<file path="src/rtl/tu_clock_rate_check.sv">
// Clock-rate test unit: counts rising edges of a monitored strobe over
// ROUNDS consecutive windows and passes only if every window is in range.
module tu_clock_rate_check #(
    parameter int WINDOW  = 1024,
    parameter int ROUNDS  = 4,
    parameter int SETTLE  = 16,
    parameter int EXP_MIN = 100,
    parameter int EXP_MAX = 140,
    parameter int CNT_W   = 16
) (
    input  logic                      clock,
    input  logic                      rst,
    input  logic                      from_up_pass,
    input  logic                      mon_sig,
    output logic                      to_down_pass,
    output logic                      fail,
    output logic                      busy,
    output logic [CNT_W-1:0]          last_count,
    output logic [$clog2(ROUNDS):0]   round_idx
);

    localparam int TMAX  = (WINDOW > SETTLE) ? WINDOW : SETTLE;
    localparam int TMR_W = $clog2(TMAX + 1);
    localparam int RND_W = $clog2(ROUNDS) + 1;
    localparam logic [31:0] MIN_U = EXP_MIN;
    localparam logic [31:0] MAX_U = EXP_MAX;

    typedef enum logic [2:0] {
        S_IDLE, S_SETTLE, S_MEASURE, S_CHECK, S_PASS, S_FAIL
    } state_t;

    state_t             state_q, state_d;
    logic [TMR_W-1:0]   tmr_q, tmr_d;
    logic [CNT_W-1:0]   cnt_q, cnt_d;
    logic [CNT_W-1:0]   last_q, last_d;
    logic [RND_W-1:0]   rnd_q, rnd_d;
    logic               mon_q;
    logic               pass_q, fail_q, busy_q;
    logic               rise;
    logic               in_range;
    logic [CNT_W-1:0]   cnt_inc;

    assign rise     = mon_sig & ~mon_q;
    assign cnt_inc  = (cnt_q == '1) ? cnt_q : cnt_q + CNT_W'(rise);
    assign in_range = (32'(cnt_q) >= MIN_U) && (32'(cnt_q) <= MAX_U);

    always_comb begin
        state_d = state_q;
        tmr_d   = tmr_q;
        cnt_d   = cnt_q;
        rnd_d   = rnd_q;
        last_d  = last_q;
        case (state_q)
            S_IDLE: begin
                if (from_up_pass) begin
                    tmr_d   = '0;
                    state_d = (SETTLE == 0) ? S_MEASURE : S_SETTLE;
                end
            end
            S_SETTLE: begin
                if (tmr_q == TMR_W'(SETTLE - 1)) begin
                    tmr_d   = '0;
                    state_d = S_MEASURE;
                end else begin
                    tmr_d = tmr_q + 1'b1;
                end
            end
            S_MEASURE: begin
                // First window cycle restarts the count but keeps its own edge.
                cnt_d = (tmr_q == '0) ? CNT_W'(rise) : cnt_inc;
                if (tmr_q == TMR_W'(WINDOW - 1)) begin
                    tmr_d   = '0;
                    state_d = S_CHECK;
                end else begin
                    tmr_d = tmr_q + 1'b1;
                end
            end
            S_CHECK: begin
                last_d = cnt_q;
                tmr_d  = '0;
                if (!in_range) begin
                    state_d = S_FAIL;
                end else if (rnd_q == RND_W'(ROUNDS - 1)) begin
                    state_d = S_PASS;
                end else begin
                    rnd_d   = rnd_q + 1'b1;
                    state_d = S_MEASURE;
                end
            end
            default: ;
        endcase

        // Upstream dropping out overrides every in-progress decision.
        if (!from_up_pass &&
            (state_q == S_SETTLE || state_q == S_MEASURE || state_q == S_CHECK)) begin
            state_d = S_IDLE;
            tmr_d   = '0;
            cnt_d   = '0;
            rnd_d   = '0;
            last_d  = last_q;
        end
    end

    always_ff @(posedge clock or posedge rst) begin
        if (rst) begin
            state_q <= S_IDLE;
            tmr_q   <= '0;
            cnt_q   <= '0;
            last_q  <= '0;
            rnd_q   <= '0;
            mon_q   <= 1'b0;
            pass_q  <= 1'b0;
            fail_q  <= 1'b0;
            busy_q  <= 1'b0;
        end else begin
            state_q <= state_d;
            tmr_q   <= tmr_d;
            cnt_q   <= cnt_d;
            last_q  <= last_d;
            rnd_q   <= rnd_d;
            mon_q   <= mon_sig;
            pass_q  <= (state_d == S_PASS);
            fail_q  <= (state_d == S_FAIL);
            busy_q  <= (state_d == S_SETTLE) || (state_d == S_MEASURE) ||
                       (state_d == S_CHECK);
        end
    end

    assign to_down_pass = pass_q;
    assign fail         = fail_q;
    assign busy         = busy_q;
    assign last_count   = last_q;
    assign round_idx    = rnd_q;

endmodule

</file>
<file path="config.mk">
export PLATFORM = sky130hd
export DESIGN_NAME = tu_clock_rate_check
export DESIGN_NICKNAME = d
export VERILOG_FILES = /design/src/rtl/tu_clock_rate_check.sv
export SDC_FILE = /design/constraint.sdc
export NUM_CORES = 1
export LEC_CHECK = 0
export BUFFER_PORTS_ARGS = -buffer_cell sky130_fd_sc_hd__buf_4
export CORE_MARGIN = 10
export CORE_UTILIZATION = 43
export DETAILED_ROUTE_END_ITERATION = 6
export SETUP_SLACK_MARGIN = 0.15
export SLEW_MARGIN = 5
export SYNTH_ARGS = -nofsm -noshare
export SYNTH_HDL_FRONTEND = slang
export SYNTH_SLANG_ARGS = --single-unit
</file>
<file path="constraint.sdc">
create_clock -name clock -period 6.3 [get_ports clock]
set_input_delay 0.63 -clock clock [delete_from_list [all_inputs] [get_ports clock]]
set_output_delay 0.63 -clock clock [all_outputs]
set_load 0.03 [all_outputs]
</file>
==> metrics.txt, run 1 <==
final WL=between 6 and 7 mm; Pins Over Slew Limit=0; Fin. Hold Viols=0; Required @ worst endpoint=between 6000 and 7000 ps; Worst-Skew Late Latency=slightly above 300 ps; RSZ-0062 raised after global routing=false; TritonCTS Buffers=5; DRT iter0 DRCs=around 150; Cell variety after synth=60; Tot GR Track Use=13.24%; Post-Synth XOR/XNOR Area=under 10%; synth warn=0; CP Capture Type=flop; FF-to-FF Start=tmr_q[8]$_DFFE_PP0P_; setup violators final=0; GR Overflow Total=0; hold crit path type=in -> reg; Clock Root Buffer=clkbuf_8; DRT antenna net count=0; GPL Wtd Cong=0.8986; WL/cell=16.13 um; Slew HR=between 40% and 50%; CTS tree=yes; Seq/Total Area, Yosys=46.05%; Die Span X=101.8 um; layout cells sized above 1=17.45%; drc violations=0; worst setup path endpoint=cnt_q[8]$_DFFE_PP0P_; # clock sinks=53; starting density of the core=44.85%; Post-Synth Simple-Gate Area=25.41%; final critical-path required period=2608 ps; Post-DP HPWL=4.579 mm; drt pass-1 iters=4; Final Cycle Share=41.39%; fill count=633; # diodes=0; top-area cell type share of the netlist area=approximately 46%; reg-to-reg setup timing slack=3690 ps; top cells by area, synth=dfrtp_1 46%, mux2_2 3.9%, nor2_1 3.8%; status=complete, no violations; Peak Freq=0.3835 GHz; routed vias=between 2000 and 2500; Max-Cap Viols=0; Synth area leader=dfrtp_1; pwr/cell area=217.3 nW/um2; Worst Path Max Fanout=18; full die area=10370 um2; RR Endpoint=cnt_q[8]$_DFFE_PP0P_; post-synth net total=312; top_reg_cell synth=dfrtp_1; crit path DAT=2810 ps; die span in y=101.8 um; PortBufs=25; Core ar.=6422 um2; CTS resizes=0; global-route wire length before repair=roughly 11 mm; Final Instance Count excl. Fillers=between 300 and 400; io pins=26; Post-DP Area=3099 um2; NumNets Final=330; Post-CTS Hold Buffers=0; Peak VDD IR=0.1047 mV; adder-cell share of the synthesized area=2.606%; area grow syn2layout=11.77%; number of global-route vias before repair=2265; Mapped Cells=302; syn avg cell area=9.537 um2; Slew @ Worst Pin=894.5 ps; finished layout cell area=3219 um2; CP startpoint=tmr_q[8]$_DFFE_PP0P_; Synth async-reset ratio=100.0%; main combinational cell family by area after synthesis=simple AND/OR/NAND/NOR gates; register bit total from synthesis=53; crit path kind=reg -> reg; FP Rows=29; initial antenna violation count=0; number of synthesized flops with an enable pin=0; Post-CTS Setup Bufs=0; synthesized area=2880 um2; CTS H-tree lvls=2; CTS clk-pin slew, worst paths=90 ps; largest net degree at the start of global routing=54; Fin Setup TNS=0 ps; CTS max path bufs=2; Fin Hold WS=429.0 ps; Vias/cell=around 5.7; clock skew=around 6.7 ps; LEAKAGE=1.447 nW; post-synthesis mux area share=4.605%; Placed Instances=390; R2R depth=5; crit start category=flop; Synth Area in Compound Gates=around an eighth
[cells in the mapped netlist (2+ instances only)]
cell / number
xnor2_1: 11
o21ai_0: 18
nand3b_1: 2
o211ai_1: 2
or2_2: 2
and3_1: 2
nor3_1: 10
a211o_1: 2
nand4_1: 9
nor4b_1: 2
dfrtp_1: 53
a21oi_1: 3
or3_1: 5
nor4_1: 16
and4_1: 2
nor2b_1: 3
nand3_1: 14
nor3b_1: 2
ha_1: 6
nand2b_1: 3
mux2_2: 10
inv_1: 16
o31ai_1: 2
a2bb2oi_1: 2
nand2_1: 25
a21o_1: 4
buf_2: 2
a211oi_1: 2
o22ai_1: 2
nor2_1: 29
clkbuf_1: 11
mux2i_1: 2
[final cells by class]
| class | count | area [um2] | area share [%] |
|---|---|---|---|
| inverters | 16 | 60.06 | 1.866 |
| flip-flops and latches | 53 | 1326 | 41.20 |
| clock inverters | 2 | 37.54 | 1.166 |
| multi-input cells | 217 | 1414 | 43.92 |
| repair buffers | 27 | 202.7 | 6.296 |
| clock buffers | 6 | 82.58 | 2.565 |
| well taps | 77 | 96.34 | 2.993 |
[routing by layer]
metal / vias to the layer above / global-route usage (%) / part of all wire (%)
met5: - / 0 / 0
met4: 0 / 3.796 / 1.1
met3: 6 / 3.036 / 4.2
met2: 40 / 21.37 / 47
met1: 1076 / 17.40 / 48
li1: 1137 / - / -
[report_power, final]
part           switching, mW  internal, mW
combinational         0.0589        0.0319
clock                  0.115         0.129
sequential            0.0151         0.349
[stage by stage]
| stage | power, mW | util (%) | setup slack, ps |
|---|---|---|---|
| 6_report | 0.6995 | 50.13 | 3692 |
| 5_1_grt | 0.7342 | 50.13 | 3486 |
| 4_1_cts | 0.7050 | 50.13 | 3714 |
| 3_5_place_dp | 0.4613 | 48.26 | 3733 |
| 3_3_place_gp | 0.4611 | 48.26 | 3823 |
| 2_1_floorplan | 0.4387 | - | 4240 |
[sequential cells by signal, summed over array words and instances, names as in the netlist]
register      count
tmr_q            11
mon_q             1
to_down_pass      1
round_idx         3
cnt_q            16
fail              1
state_q           3
last_count       16
busy              1
[cells by family (layout without fill, tap and decap cells)]
group                    Yosys count  count (layout)
AO/OA/AOI/OAI                     52              52
XOR/XNOR                          12              12
adder cells (fa/ha/maj)            6               6
buffers and inverters             32              51
flip-flops                        53              53
multiplexers                      12              12
AND/OR/NAND/NOR                  135             135
[layout by cell type (no fill, tap or decap), types with 3 or more instances in the layout]
cell / n
a21o_1: 4
a21oi_1: 3
buf_4: 27
clkbuf_8: 6
dfrtp_1: 53
ha_1: 6
inv_1: 15
mux2_2: 10
nand2_1: 25
nand2b_1: 3
nand3_1: 14
nand4_1: 9
nor2_1: 29
nor2b_1: 3
nor3_1: 10
nor4_1: 16
o21ai_0: 18
or3_1: 5
xnor2_1: 11
[worst min path at each step]
stage	start	end	slack, ps	cells past startpoint
after floorplan	tmr_q[0]$_DFFE_PP0P_	tmr_q[0]$_DFFE_PP0P_	510	1
after global placement	last_count[9]$_DFFE_PP0P_	last_count[9]$_DFFE_PP0P_	470	2
after detailed placement	last_count[8]$_DFFE_PP0P_	last_count[8]$_DFFE_PP0P_	480	2
after CTS	mon_sig	mon_q$_DFF_PP0_	420	1
after global routing	mon_sig	mon_q$_DFF_PP0_	420	1
final	mon_sig	mon_q$_DFF_PP0_	430	1
[worst max-delay path: stages (launching register included)]
cell     delay, ps
dfrtp_1        430
or4_4          600
nor4_4         430
a31o_1         620
o32ai_1        150
a22o_1         260
Note: power is estimated with default switching activity, not from simulation.
==> run 2, diff against run 1 <==
clock period = 2.4 ns   (was 6.3 ns; I/O delays follow)
==> run 2 against run 1 <==
Compared with the run above: sequential power grew to 2.6 times the previous value; cell count grew 3.5%; combinational power grew to 3.0 times the previous value; critical path depth is the same; flip-flop and latch count is the same; final area grew 3.8%; critical path type unchanged; critical endpoint is now busy$_DFF_PP0_.
==> metrics.txt, run 2 (synthesis results as in run 1) <==
Final Total Pwr=around 1.8 mW; full die area=just over 10000 um2; die span in y=101.8 um; clock skew=~5.4 ps; setup violators final=0; Peak VDD IR=0.2569 mV; area grow syn2layout=15.99%; drt pass-1 iters=4; NumNets Final=344; Required @ worst endpoint=2600 ps; Tot GR Track Use=13.55%; status=complete, no violations; crit path kind=reg -> reg; pwr/cell area=530.1 nW/um2; global-route wire length before repair=11.50 mm; DRT iter0 DRCs=79; RR Endpoint=busy$_DFF_PP0_; # diodes=0; # clock sinks=53; CTS max path bufs=2; crit path DAT=2390 ps; Worst-Skew Late Latency=300 ps; Fin Setup TNS=0 ps; Fin. Hold Viols=0; Logic pwr share=15.5%; Core ar.=6422 um2; drc violations=0; LEAKAGE=1.521 nW; Post-DP HPWL=4.951 mm; fill count=between 600 and 700; worst setup path endpoint=busy$_DFF_PP0_; final WL=6.634 mm; DRT antenna net count=0; Slew HR=68.07%; final critical-path required period=2188 ps; Reg area=1326 um2; Clock Root Buffer=clkbuf_8; crit start category=flop; area of the multi-input gates=between 1000 and 1500 um2; layout cells sized above 1=22.09%; Die Span X=101.8 um; CP startpoint=tmr_q[8]$_DFFE_PP0P_; Final Cycle Share=91.16%; Worst Path Max Fanout=5; P_int=1.286 mW; largest net degree at the start of global routing=21; PnR worst setup slack=about 210 ps; Max-Cap Viols=0; Finished Core Util=52.02%; sequential power share=a little over half; routed vias=2384; CTS tree=yes; FF-to-FF Start=tmr_q[8]$_DFFE_PP0P_; TritonCTS Buffers=5; CP Capture Type=flop; Slew @ Worst Pin=roughly 480 ps; GPL Wtd Cong=0.8856; commonest non-fill, non-tap cell in the layout=dfrtp_1; PortBufs=25; Vias/cell=5.786; Final Instance Count excl. Fillers=412; CTS H-tree lvls=2; initial antenna violation count=0; Clk pwr share=around 31%; GR Overflow Total=0; Placed Instances=between 400 and 500; Peak Freq=0.4571 GHz; reg-to-reg setup timing slack=210 ps; Pins Over Slew Limit=0; io pins=26; R2R depth=5; FP Rows=29; RSZ-0062 raised after global routing=false; Setup WS pre-CTS=236.3 ps; most frequent cells in the layout=53 x dfrtp_1, 40 x buf_4, 29 x nor2_1, 25 x nand2_1, 18 x o21ai_0; switching power total=around 0.48 mW; Switching Fraction=between 20% and 30%; CTS clk-pin slew, worst paths=90 ps; starting density of the core=44.85%; hold crit path type=in -> reg; WL/cell=16.10 um; number of global-route vias before repair=2316
[run 2: repair_timing]
item / CTS / global route
setup endpoints to repair: 0 / 10
resized for setup: 0 / 6
hold buffers: 1 / 0
hold endpoints to repair: 18 / 0
buffers inserted: 0 / 0
[run 2: layout make-up]
type	instances	share of cell area, %
Clock buffer	7	2.884
Clock inverter	1	0.1498
Inverter	16	1.798
Multi-Input combinational cell	217	43.30
Sequential cell	53	39.70
Tap cell	77	2.884
Timing Repair Buffer	41	9.288
[run 2: critical path, cell delays in order, from the launching register on]
cell and delay (ps):
dfrtp_1 430, or4_4 600, o41a_1 410, o21ai_0 160
o311ai_4 180, o31a_1 300
[run 2: metrics by stage]
stage	cell area, um2	hold WS (ps)
after floorplan	2880	271.4
after global placement	3197	273.3
after detailed placement	3197	278.1
after CTS	3308	35.20
after global routing	3341	37.09
final	3341	47.96
[run 2: worst min path at each step]
stage | depth (start not counted) | slack [ps] | endpoint | from
2_1_floorplan | 0 | 270 | mon_q$_DFF_PP0_ | mon_sig
3_3_place_gp | 2 | 270 | round_idx[2]$_DFFE_PP0P_ | rst
3_5_place_dp | 2 | 280 | round_idx[0]$_DFFE_PP0P_ | rst
4_1_cts | 1 | 40 | mon_q$_DFF_PP0_ | mon_sig
5_1_grt | 1 | 40 | mon_q$_DFF_PP0_ | mon_sig
6_report | 1 | 50 | mon_q$_DFF_PP0_ | mon_sig
[run 2: layer usage]
metal	vias up	share of wire (%)	GRT usage, %	routed length (um)
li1	1164	-	-	-
met1	1168	46	17.48	3072
met2	46	48	22.07	3201
met3	6	4.5	3.036	297
met4	0	0.95	4.447	63
met5	-	0	0	0
[run 2: power by group through the flow]
stage | Sequential (mW) | Combinational (mW) | Clock, mW
global route | 0.956 | 0.312 | 0.588
global placement | 0.967 | 0.267 | 0
CTS | 0.949 | 0.270 | 0.565
detailed placement | 0.967 | 0.267 | 0
finish | 0.951 | 0.274 | 0.546
floorplan | 0.962 | 0.190 | 0
